`config.mk`:
```
export PLATFORM = sky130hd
export DESIGN_NAME = gf180mcu_fd_sc_mcu7t5v0__sipo4_flat
export DESIGN_NICKNAME = d
export VERILOG_FILES = /design/src/rtl/gf180mcu_fd_sc_mcu7t5v0__pkg.sv /design/src/rtl/gf180mcu_fd_sc_mcu7t5v0__sipo4_if.sv /design/src/rtl/gf180mcu_fd_sc_mcu7t5v0__sipo4_cnt.sv /design/src/rtl/gf180mcu_fd_sc_mcu7t5v0__sipo4.sv /design/src/flat_wrapper.sv
export SDC_FILE = /design/constraint.sdc
export NUM_CORES = 1
export LEC_CHECK = 0
export ABC_AREA = 0
export ABC_CLOCK_PERIOD_IN_PS = 1450
export CORE_MARGIN = 2
export CORE_UTILIZATION = 42
export DETAILED_ROUTE_END_ITERATION = 8
export PLACE_DENSITY = 0.75
export SYNTH_ARGS = -nofsm -noshare
export SYNTH_HDL_FRONTEND = slang
export SYNTH_SLANG_ARGS = --single-unit
```
`constraint.sdc`:
```
create_clock -name CLK -period 1.45 [get_ports CLK]
set_input_delay 0.435 -clock CLK [delete_from_list [all_inputs] [get_ports CLK]]
set_output_delay 0.435 -clock CLK [all_outputs]
set_load 0.01 [all_outputs]
```
`src/rtl/gf180mcu_fd_sc_mcu7t5v0__pkg.sv`:
```
// -----------------------------------------------------------------------------
// gf180mcu_fd_sc_mcu7t5v0__pkg
// Shared constants and types for the 4-bit serial-in / parallel-out block.
//   WORD_W    : parallel word width (4)
//   cnt_e     : bit-position counter states S0..S3
//   bit_index : maps a counter state to the shift-register bit it writes
// -----------------------------------------------------------------------------
package gf180mcu_fd_sc_mcu7t5v0__pkg;

   localparam int unsigned WORD_W = 4;

   typedef enum logic [1:0] {
      S0 = 2'd0,
      S1 = 2'd1,
      S2 = 2'd2,
      S3 = 2'd3
   } cnt_e;

   // LSB-first: bit N of the word is the Nth received bit.
   // MSB-first: the first received bit lands in the top bit.
   function automatic logic [1:0] bit_index(input cnt_e cnt, input logic msb_first);
      logic [1:0] pos;
      pos = cnt;
      return msb_first ? (2'd3 - pos) : pos;
   endfunction

endpackage

```
`src/rtl/gf180mcu_fd_sc_mcu7t5v0__sipo4_if.sv`:
```
// -----------------------------------------------------------------------------
// gf180mcu_fd_sc_mcu7t5v0__sipo4_if
// Bundles the serial input, control and parallel output signals of the SIPO.
//   D   : serial data bit           E   : bit-valid (D sampled when 1)
//   CLR : synchronous clear         ACK : consumer accepts held word
//   Q   : parallel word             QV  : Q holds an unaccepted word
//   OVF : sticky overflow flag
// Modports: master = producer/consumer side, slave = the SIPO itself.
// -----------------------------------------------------------------------------
interface gf180mcu_fd_sc_mcu7t5v0__sipo4_if;
   import gf180mcu_fd_sc_mcu7t5v0__pkg::*;

   logic              D;
   logic              E;
   logic              CLR;
   logic              ACK;
   logic [WORD_W-1:0] Q;
   logic              QV;
   logic              OVF;

   modport master (output D, E, CLR, ACK, input Q, QV, OVF);
   modport slave  (input D, E, CLR, ACK, output Q, QV, OVF);

endinterface

```
`src/rtl/gf180mcu_fd_sc_mcu7t5v0__sipo4_cnt.sv`:
```
// -----------------------------------------------------------------------------
// gf180mcu_fd_sc_mcu7t5v0__sipo4_cnt
// Bit-position counter for the SIPO. Advances S0->S1->S2->S3->S0 on each
// accepted bit, holds otherwise, and strobes done on the edge that accepts
// the fourth bit of a word.
//   clk  : clock, rising edge        rn   : async active-low reset
//   e    : bit-valid                 clr  : synchronous clear (wins over e)
//   cnt  : current bit position      done : word completes on this edge
// -----------------------------------------------------------------------------
module gf180mcu_fd_sc_mcu7t5v0__sipo4_cnt
   import gf180mcu_fd_sc_mcu7t5v0__pkg::*;
(
   input  logic clk,
   input  logic rn,
   input  logic e,
   input  logic clr,
   output cnt_e cnt,
   output logic done
);

   cnt_e cnt_nxt;

   // NOTE: state registers use non-blocking assignments so every flop samples
   // pre-edge values; the reset branch is asynchronous via the sensitivity list.
   always_ff @(posedge clk or negedge rn) begin
      if (!rn) cnt <= S0;
      else     cnt <= cnt_nxt;
   end

   // NOTE: every output of this block is defaulted first so no path leaves a
   // variable unassigned, which would otherwise infer a latch.
   always_comb begin
      cnt_nxt = cnt;
      done    = 1'b0;
      if (clr) begin
         cnt_nxt = S0;
      end else if (e) begin
         unique case (cnt)
            S0: cnt_nxt = S1;
            S1: cnt_nxt = S2;
            S2: cnt_nxt = S3;
            S3: begin
               cnt_nxt = S0;
               done    = 1'b1;
            end
         endcase
      end
   end

endmodule

```
`src/rtl/gf180mcu_fd_sc_mcu7t5v0__sipo4.sv`:
```
// -----------------------------------------------------------------------------
// gf180mcu_fd_sc_mcu7t5v0__sipo4
// 4-bit serial-in / parallel-out register with a one-word holding stage.
// Bits are accepted while E=1; the fourth bit completes a word which is
// presented on Q with QV=1 on that same edge. The held word stays until ACK.
// A word completing while an unacknowledged word is held is dropped.
//   Parameter MSB_FIRST : 0 = first bit -> Q[0], 1 = first bit -> Q[3]
//   CLK : clock          RN  : async active-low reset
//   bus : slave modport of gf180mcu_fd_sc_mcu7t5v0__sipo4_if (D, E, CLR, ACK,
//         Q, QV, OVF)
// Build option: define GF180MCU_FD_SC_MCU7T5V0__SIPO4_OVF_EN to make OVF a
// sticky flag for dropped words; otherwise OVF is tied to 0.
// -----------------------------------------------------------------------------
module gf180mcu_fd_sc_mcu7t5v0__sipo4
   import gf180mcu_fd_sc_mcu7t5v0__pkg::*;
#(
   parameter bit MSB_FIRST = 1'b0
) (
   input logic                          CLK,
   input logic                          RN,
   gf180mcu_fd_sc_mcu7t5v0__sipo4_if.slave bus
);

   cnt_e              cnt;
   logic              done;
   logic [1:0]        idx;
   logic [WORD_W-1:0] sr;
   logic [WORD_W-1:0] word;
   logic [WORD_W-1:0] q_r;
   logic              qv_r;
   logic              drop;

   gf180mcu_fd_sc_mcu7t5v0__sipo4_cnt u_cnt (
      .clk  (CLK),
      .rn   (RN),
      .e    (bus.E),
      .clr  (bus.CLR),
      .cnt  (cnt),
      .done (done)
   );

   assign idx = bit_index(cnt, MSB_FIRST);

   // The shift register with the incoming bit already merged in; on the
   // completing edge this is the full word, giving zero-latency load into Q.
   always_comb begin
      word      = sr;
      word[idx] = bus.D;
   end

   // A completed word is lost only when the holding stage is still occupied
   // and not being released on this edge.
   assign drop = done && qv_r && !bus.ACK;

   always_ff @(posedge CLK or negedge RN) begin
      if (!RN) begin
         sr   <= '0;
         q_r  <= '0;
         qv_r <= 1'b0;
      end else if (bus.CLR) begin
         sr   <= '0;
         q_r  <= '0;
         qv_r <= 1'b0;
      end else begin
         if (bus.E) sr <= word;
         if (done && !drop) begin
            q_r  <= word;
            qv_r <= 1'b1;
         end else if (qv_r && bus.ACK) begin
            // Q keeps its last value; it is meaningful only while QV=1.
            qv_r <= 1'b0;
         end
      end
   end

`ifdef GF180MCU_FD_SC_MCU7T5V0__SIPO4_OVF_EN
   logic ovf_r;

   always_ff @(posedge CLK or negedge RN) begin
      if (!RN)          ovf_r <= 1'b0;
      else if (bus.CLR) ovf_r <= 1'b0;
      else if (drop)    ovf_r <= 1'b1;
   end

   assign bus.OVF = ovf_r;
`else
   assign bus.OVF = 1'b0;
`endif

   assign bus.Q  = q_r;
   assign bus.QV = qv_r;

endmodule

```
`src/flat_wrapper.sv`:
```
// flat-port wrapper written by rule: the top's interface ports become plain ports
module gf180mcu_fd_sc_mcu7t5v0__sipo4_flat import gf180mcu_fd_sc_mcu7t5v0__pkg::*;
#(
   parameter bit MSB_FIRST = 1'b0
)
  (CLK, RN, bus_D, bus_E, bus_CLR, bus_ACK, bus_Q, bus_QV, bus_OVF);
  gf180mcu_fd_sc_mcu7t5v0__sipo4_if bus_i ();
  input logic CLK;
  input logic RN;
  input wire logic [$bits(bus_i.D)-1:0] bus_D;
  input wire logic [$bits(bus_i.E)-1:0] bus_E;
  input wire logic [$bits(bus_i.CLR)-1:0] bus_CLR;
  input wire logic [$bits(bus_i.ACK)-1:0] bus_ACK;
  output wire logic [$bits(bus_i.Q)-1:0] bus_Q;
  output wire logic [$bits(bus_i.QV)-1:0] bus_QV;
  output wire logic [$bits(bus_i.OVF)-1:0] bus_OVF;
  assign bus_i.D = bus_D;
  assign bus_i.E = bus_E;
  assign bus_i.CLR = bus_CLR;
  assign bus_i.ACK = bus_ACK;
  assign bus_Q = bus_i.Q;
  assign bus_QV = bus_i.QV;
  assign bus_OVF = bus_i.OVF;
  gf180mcu_fd_sc_mcu7t5v0__sipo4 #(.MSB_FIRST(MSB_FIRST)) u_core (.CLK(CLK), .RN(RN), .bus(bus_i));
endmodule
```
==> metrics <==
total DRC errors in the routed layout=0; number of rows in the core area=13; buffers inserted by post-CTS timing repair=0; Seq cells post-synth=10; launching element type of the critical path=flip-flop; aggregate global routing overflow=0; leakage power total=0.340 nW; areal power density over the cells=937 mW/mm^2; post-synth top area share=0.433; worst hold path class=input pin to asynchronous set/reset pin; average footprint of a synthesized cell=10.7 um^2; most frequent cells in the layout=10 x sky130_fd_sc_hd__dfrtp_1, 6 x sky130_fd_sc_hd__mux2i_1; Final Core Density=0.530; layout overhead on the synthesized area=19.3%; Max Freq=718 MHz; critical path data required time=1.02 ns; dpl hpwl=730 um; reported max-cap violation count=0; post-route fraction of the period consumed by the critical path=0.960; worst reg2reg path startpoint=u_core.u_cnt.cnt[0]; number of buffers added by the clock tree synthesis step=3; number of diodes added for antenna fixing=0; Top Layer Used=met4; clk_skew=0.00789 ns; Mapped Nets=64; critical path buffer and inverter count=1; Clock Path Buffers=2; worst supply voltage drop on vdd=0.609 mV; cell breakdown of the critical path=dlygate4sd2_1; Async SR Flop Fraction=1.00; die outline height=41.1 um; number of enable-type register cells in the synthesized netlist=0; DIE AREA=0.00169 mm^2; Tot GR Track Use=0.163; Setup Crit Path Kind=flip-flop to primary output; pin count of the biggest net entering global routing=11; length of routed met2 wiring=436 um; horizontal die dimension=41.1 um; sum of met3 wire segment lengths after detailed routing=89 um; Worst Setup EP=bus_QV; io pins=12; share of synthesized area occupied by flip-flops and latches=0.433; Total Wirelength=983 um; first-pass detailed-route iteration total=4; antenna violations before repair=0; RePlAce Congestion=0.763; count of cell types in the netlist=20; number of standard cells after synthesis=54; master of the slowest instance on the critical path=sky130_fd_sc_hd__dfrtp_1; TritonCTS clock tree=done; leading register cell type out of synthesis=sky130_fd_sc_hd__dfrtp_1; cell type with the highest aggregate area in the netlist=sky130_fd_sc_hd__dfrtp_1; Clock Latency Late Sink=0.27 ns; final count of hold timing violations=0; number of nets in the finished design=75; final period demand of the worst path=1.39 ns; clock tree root buffer cell=sky130_fd_sc_hd__clkbuf_4; total setup violations reported at the end of the flow=0; RSZ-0062 raised after global routing=false; max-slew violation count=0; core area=0.00130 mm^2; Max Fanout on Critical Path=2; DRC marker count from the first detailed-route iteration=7; critical register-to-register path endpoint=u_core.bus.Q[0]; length of routed wiring on met1=444 um; Starting Density=0.444; maximum single-stage delay on the critical path=0.40 ns; clock-pin slew on the worst setup and hold paths=0.07 ns; vias per cell=5.00; total via count in the routed design=395; critical path depth=1; worst hold margin=0.474 ns; slack of the worst reg-to-reg path=0.21 ns; Reg2Reg Depth=4; launching element of the worst setup path=u_core.bus.QV; cells taking the most area after synthesis=sky130_fd_sc_hd__dfrtp_1 43%, sky130_fd_sc_hd__mux2i_1 10%, sky130_fd_sc_hd__ha_1 8.7%, sky130_fd_sc_hd__a21oi_2 6.1%, sky130_fd_sc_hd__a311oi_1 4.5%; most common cell after layout, fill and taps aside=sky130_fd_sc_hd__dfrtp_1; final routed wire length divided by cell count=12.4 um; wire length of the first global-routing pass=1640 um; H-tree level count=1; cell family with the largest share of critical-path delay=flip-flops; via count of the first global-routing pass=393; number of warnings printed during yosys synthesis=0; endpoint class of the critical path=primary output; fill cell count=120; clock sink count=10; layout cell share with drive strength beyond 1=0.188; number of nets still failing antenna checks after routing=0; post-synthesis instance area=578 um^2; CP Data Arrival Time=0.96 ns; run status=finished clean; count of port buffers added during placement=10
[power breakdown]
part	switching (mW)	internal, mW
Clock	0.102	0.153
Sequential	0.00861	0.290
Combinational	0.0478	0.0453
[sequential cells by signal, summed over array words and instances (netlist names)]
signal / flops
u_core.bus.QV: 1
u_core.bus.Q: 4
u_core.sr: 3
u_core.u_cnt.cnt: 2
[per-stage QoR]
stage          worst slack [ns]  std cells  cell area, um^2  setup TNS (ns)  power [mW]
2_1_floorplan             0.246         54              578               0       0.368
3_3_place_gp             -0.203         75              657          -0.825       0.396
3_5_place_dp             -0.241         75              657          -0.962       0.399
4_1_cts                  0.0528         79              687               0       0.654
5_1_grt                 0.00741         79              689               0       0.684
6_report                 0.0573         79              689               0       0.646
[synth_stat cells (all sizes together), types with 2 or more instances]
cell    instances
nor2            5
a21oi           6
nand3           2
inv             2
mux2i           6
clkbuf          3
a311oi          3
buf             3
dfrtp          10
ha              4
nand2           5
[final cells by class]
class,count,area [um^2],share of cell area
inverters,2,7.51,0.0109
repair buffers,12,109,0.158
clock buffers,4,36.3,0.0526
well taps,15,18.8,0.0272
multi-input cells,36,268,0.388
flip-flops and latches,10,250,0.363
[logic make-up after synthesis]
kind of cell    Yosys count  share of synthesized area
buf+inv                   8                      0.108
fa+ha+maj                 4                     0.0866
flops                    10                      0.433
compound gates           11                      0.154
other cells               1                    0.00649
simple gates             14                      0.108
mux                       6                      0.104
[routing by layer]
layer,GRT usage,vias up
li1,-,200
met1,0.168,176
met2,0.262,17
met3,0.0978,2
met4,0.0726,0
met5,0,-
[worst min-delay path by stage]
| stage | to | cells past startpoint |
|---|---|---|
| floorplan | u_core.bus.QV | 0 |
| global placement | u_core.sr[0] | 2 |
| detailed placement | u_core.sr[2] | 2 |
| CTS | u_core.bus.Q[1] | 1 |
| global route | u_core.bus.Q[2] | 1 |
| finish | u_core.bus.Q[1] | 1 |
[repair_timing]
action,in CTS,in global routing
hold buffers,0,0
endpoints found under the setup margin,5,2
resized for setup,5,1
(Power assumes the default switching activity.)
